## src/rtl/ama_riscv_fetch_buffer.sv

```systemverilog
// Fetch front end: owns the fetch PC, issues IMEM reads and queues PC-tagged words for ID.
// Optional FB_BYPASS_EN lets an arriving word skip an empty queue straight to ID.
module ama_riscv_fetch_buffer #(
  parameter int          DEPTH    = 4,
  parameter logic [31:0] RESET_PC = 32'h0,
  parameter int          IMEM_AW  = 14
) (
  input  logic                       clk,
  input  logic                       rst,
  input  logic                       redirect_en,
  input  logic [31:0]                redirect_pc,
  output logic                       imem_req,
  output logic [IMEM_AW-1:0]         imem_addr,
  input  logic [31:0]                imem_rdata,
  input  logic                       id_ready,
  output logic                       id_valid,
  output logic [31:0]                id_inst,
  output logic [31:0]                id_pc,
  output logic [$clog2(DEPTH+1)-1:0] fb_count
);

  localparam int          PW      = $clog2(DEPTH);
  localparam int          CW      = $clog2(DEPTH + 1);
  localparam logic [CW:0] DEPTH_W = (CW + 1)'(DEPTH);
  localparam logic [31:0] NOP     = 32'h0000_0013;

  logic [31:0]   fetch_pc;
  logic [31:0]   inflight_pc;
  logic          inflight;
  logic [PW-1:0] wr_ptr;
  logic [PW-1:0] rd_ptr;
  logic [CW-1:0] count;
  logic [31:0]   inst_mem [DEPTH];
  logic [31:0]   pc_mem   [DEPTH];

  logic [31:0]   issue_pc;
  logic [CW:0]   credit_used;
  logic          word_live;
  logic          fifo_empty;
  logic          push;
  logic          pop;
  logic [31:0]   head_inst;
  logic [31:0]   head_pc;

  assign issue_pc    = redirect_en ? {redirect_pc[31:2], 2'b00} : fetch_pc;
  assign imem_addr   = issue_pc[IMEM_AW+1:2];
  // The in-flight word already owns a slot; a same-cycle pop gives no credit back.
  assign credit_used = {1'b0, count} + (CW + 1)'(inflight);
  assign imem_req    = !rst && (redirect_en || (credit_used < DEPTH_W));
  // A redirect kills whatever word lands in the same cycle.
  assign word_live   = inflight && !redirect_en;
  assign fifo_empty  = (count == '0);
  assign fb_count    = count;

  // NOTE: every signal written here gets a default first, so no path can infer a latch.
  always_comb begin
    head_inst = inst_mem[rd_ptr];
    head_pc   = pc_mem[rd_ptr];
    id_valid  = !fifo_empty;
    push      = word_live;
    pop       = !fifo_empty && id_ready && !redirect_en;
`ifdef FB_BYPASS_EN
    if (fifo_empty && word_live) begin
      head_inst = imem_rdata;
      head_pc   = inflight_pc;
      id_valid  = 1'b1;
      push      = !id_ready;
    end
`endif
    id_inst = id_valid ? head_inst : NOP;
    id_pc   = id_valid ? head_pc : 32'h0;
  end

  // NOTE: sequential state uses non-blocking assignments so every register samples pre-edge values.
  always_ff @(posedge clk or posedge rst) begin
    if (rst) begin
      fetch_pc    <= RESET_PC;
      inflight    <= 1'b0;
      inflight_pc <= 32'h0;
    end else begin
      inflight <= imem_req;
      if (imem_req) begin
        fetch_pc    <= issue_pc + 32'd4;
        inflight_pc <= issue_pc;
      end
    end
  end

  always_ff @(posedge clk or posedge rst) begin
    if (rst) begin
      wr_ptr <= '0;
      rd_ptr <= '0;
      count  <= '0;
    end else if (redirect_en) begin
      wr_ptr <= '0;
      rd_ptr <= '0;
      count  <= '0;
    end else begin
      if (push) wr_ptr <= wr_ptr + 1'b1;
      if (pop)  rd_ptr <= rd_ptr + 1'b1;
      case ({push, pop})
        2'b10:   count <= count + 1'b1;
        2'b01:   count <= count - 1'b1;
        default: count <= count;
      endcase
    end
  end

  // NOTE: queue storage is not reset; count gates every read, so its contents never matter when empty.
  always_ff @(posedge clk) begin
    if (push) begin
      inst_mem[wr_ptr] <= imem_rdata;
      pc_mem[wr_ptr]   <= inflight_pc;
    end
  end

endmodule
```

## config.mk

```make
export PLATFORM = sky130hd
export DESIGN_NAME = ama_riscv_fetch_buffer
export DESIGN_NICKNAME = d
export VERILOG_FILES = /design/src/rtl/ama_riscv_fetch_buffer.sv
export SDC_FILE = /design/constraint.sdc
export NUM_CORES = 1
export LEC_CHECK = 0
export CORE_MARGIN = 3
export CORE_UTILIZATION = 50
export CTS_BUF_LIST = sky130_fd_sc_hd__clkbuf_8 sky130_fd_sc_hd__clkbuf_16
export CTS_CLUSTER_SIZE = 16
export DETAILED_ROUTE_END_ITERATION = 8
export GPL_ROUTABILITY_DRIVEN = 0
export PLACE_DENSITY_LB_ADDON = 0.08
export SETUP_SLACK_MARGIN = 0.02
export SYNTH_ARGS = -nofsm -noshare
export SYNTH_HDL_FRONTEND = slang
export SYNTH_SLANG_ARGS = --single-unit
```

## constraint.sdc

```tcl
create_clock -name clk -period 4.8 [get_ports clk]
set_input_delay 0.72 -clock clk [delete_from_list [all_inputs] [get_ports clk]]
set_output_delay 0.72 -clock clk [all_outputs]
set_load 0.01 [all_outputs]
```

==> out/results.tsv <==
metric	value	unit
status	finished clean	
gr usage total	18.6	%
Hold Path Sink	fetch_pc[14]$_DFFE_PP0P_	
drt wl/cell	19.6	microns
largest cells by area after synthesis	edfxtp_1 (54%), dfrtp_1 (12%), mux4_2 (10%), and2_1 (3.0%), mux2i_1 (2.1%)	
Final Skew	17.0	ps
layout cells sized above 1	15.2	%
post-placement setup slack	1490	ps
cell count after synthesis	867	
Min Clock Period, post-route	3710	ps
hold depth	2	
Rel. slew slack	32.3	%
r2r setup slk	1570	ps
Comb pwr share	28.3	%
global-route wire length before repair	42600	microns
worst r2r path cells	9	
EDFF count, synth	248	
crit share post-route	77.3	%
Switch Pwr	0.00238	W
DR iter-0 viols	556	
leakage	5.73	nW
Placeable Area	26400	sq um
most frequent cells in the layout	edfxtp_1 (248), clkdlybuf4s50_1 (145), nand2_1 (76)	
area leader, netlist	edfxtp_1	
Post-CTS Hold Fix Bufs	0	
total negative slack	0	ps
final global-route overflow total	0	
Max Slew Vio Count	0	
PnR worst setup slack	1090	ps
multi-input logic area	4140	sq um
Setup-failing EPs final	0	
I/O Buffers	146	
Flop pwr share	42.9	%
post-synthesis cell type count	67	
pin count of the biggest net entering global routing	102	
CTS root buf	clkbuf_16	
Post-synth top flop	edfxtp_1	
ANT cells	0	
Vias	7488	
Worst Hold Class	register to register	
count of state elements after synthesis	316	
Clock Power Share	28.8	%
Final ANT Viol Nets	0	
maximum VDD drop	0.308	mV
die width	171	microns
CTS tree	built	
crit-path cells	nor3_1 > inv_2 > and2_1 > clkdlybuf4s50_1	
DRC violation count after routing	0	
clk slew on worst S/H paths	60	ps
CP max stage delay	610	ps
final wirelength	26600	microns
synth warn	0	
crit path max fanout	62	
Final HPWL DP	15900	microns
Yosys top cell area share	54.5	%
final net count	1073	
Rows	59	
cts repair resizes	0	
crit path kind	register to primary output	
Die Ht	171	microns
post-CTS setup buffers	0	
RSZ-0062 raised after global routing	false	
total CTS buffers	34	
Fill cells	1982	
Clock Path Buffers	3	
Mapped Area	13700	sq um
# IOs	151	
clock sink total	316	
Initial Util	51.7	%
CP max stage cell	nor3_1	
total die area	29400	sq um
area grow syn2layout	19.9	%
DRT Pass-1 Iters	5	
Sw Ratio	27.9	%
crit end category	primary output	
CP Data Required Time	4080	ps
Vias per Instance	5.52	
measured slew at the worst slew-check pin	1020	ps
FMAX	269	MHz
Sequential cell area	9150	sq um
vias in the first global route	7703	
WP data arrival	2990	ps
commonest non-fill, non-tap cell in the layout	edfxtp_1	
Worst setup SP type	register	
H-tree depth	2	
reg2reg end	fb_count[2]$_DFFE_PP0P_	
initial antenna violation count	1	
share of the yosys chip area belonging to registers	66.9	%
Power Density	521	nW/um^2
launch point of the worst reg-to-reg path	fb_count[0]$_DFFE_PP0P_	
Max Cap Viol	0	
clk_lat worst skew	500	ps
syn avg cell area	15.8	sq um
Power Internal	0.00615	W
asr flop ratio synth	21.5	%
final hold vios	0	
HP Start	fetch_pc[14]$_DFFE_PP0P_	
[cell families after synthesis]
family,share of synthesized area (%)
other,0.0274
buffers and inverters,2.98
flip-flops,66.9
AO/OA/AOI/OAI,4.58
AND/OR/NAND/NOR,10.5
XOR/XNOR,1.73
multiplexers,12.7
adder cells (fa/ha/maj),0.604
[critical path: cells and delay by family, from the launching register on]
kind                   cells  cell delay (ps)
buffers and inverters      2             1110
AND/OR/NAND/NOR            2              950
flip-flops                 1              440
[metrics by stage]
step | total power [W] | area [sq um] | cells | hold slack (ps) | utilization, %
6_report | 0.00854 | 16400 | 1357 | 504 | 62.0
5_1_grt | 0.00901 | 16400 | 1357 | 535 | 62.0
4_1_cts | 0.00867 | 16400 | 1357 | 499 | 62.0
3_5_place_dp | 0.00619 | 15300 | 1298 | 478 | 58.0
3_3_place_gp | 0.00617 | 15300 | 1298 | 472 | 58.0
2_1_floorplan | 0.00507 | 13700 | 868 | 449 | -
[sequential cells by signal, summed over array words and instances (netlist names)]
signal / cells
wr_ptr: 2
fetch_pc: 30
pc_mem: 120
inflight_pc: 30
fb_count: 3
inst_mem: 128
rd_ptr: 2
inflight: 1
[cell usage after synthesis (2+ instances only)]
cell      count
nand2b_1      8
mux2_2        4
o21ai_1       2
xnor2_1      17
a21boi_0      2
edfxtp_1    248
buf_6         3
nand3b_1      5
buf_1         6
nand4b_4      3
nor2b_1      10
a21oi_1      13
nor2_1       19
mux4_2       62
or2_2         4
a22oi_1       2
and3_1        4
nand3_1      14
buf_4        18
clkbuf_1     19
nand4_1       8
o211ai_1      8
nand4_2       2
a31oi_1       5
nand2_1      76
xor2_1       10
mux2i_1      29
or3_1         4
o31ai_1       2
a21o_1        2
nor3_1       14
a221o_1       2
ha_1          5
dfrtp_1      68
and2_1       65
buf_2        14
inv_1        19
nor3_2        3
a22o_1        2
o21ai_0      39
[metal layers]
layer	vias up	routed length [microns]	GRT usage, %
li1	3535	-	-
met1	3733	12200	26.6
met2	179	12500	30.0
met3	39	1490	4.07
met4	2	400	4.02
met5	-	13	0
[power by group through the flow]
stage / Sequential (W) / Combinational, W / Clock, W
2_1_floorplan: 0.00357 / 0.00150 / 0
3_3_place_gp: 0.00371 / 0.00245 / 0
3_5_place_dp: 0.00373 / 0.00247 / 0
4_1_cts: 0.00367 / 0.00248 / 0.00252
5_1_grt: 0.00372 / 0.00265 / 0.00264
6_report: 0.00366 / 0.00241 / 0.00246
[area by class of cell]
class | count | share of cell area (%)
Inverter | 20 | 0.458
Clock buffer | 38 | 5.60
Clock inverter | 21 | 0.886
Sequential cell | 316 | 55.9
Tap cell | 335 | 2.56
Multi-Input combinational cell | 472 | 25.2
Timing Repair Buffer | 155 | 9.39
[worst max path at each step]
stage                     slack, ps                     from             to
after CTS                      1030  fb_count[0]$_DFFE_PP0P_      id_pc[29]
after global placement         1490              redirect_en  imem_addr[10]
after floorplan                 950                      rst       imem_req
after global routing            890  fb_count[0]$_DFFE_PP0P_      id_pc[25]
after detailed placement       1490              redirect_en  imem_addr[10]
final                          1090  fb_count[0]$_DFFE_PP0P_      id_pc[25]
(Power assumes the default switching activity.)
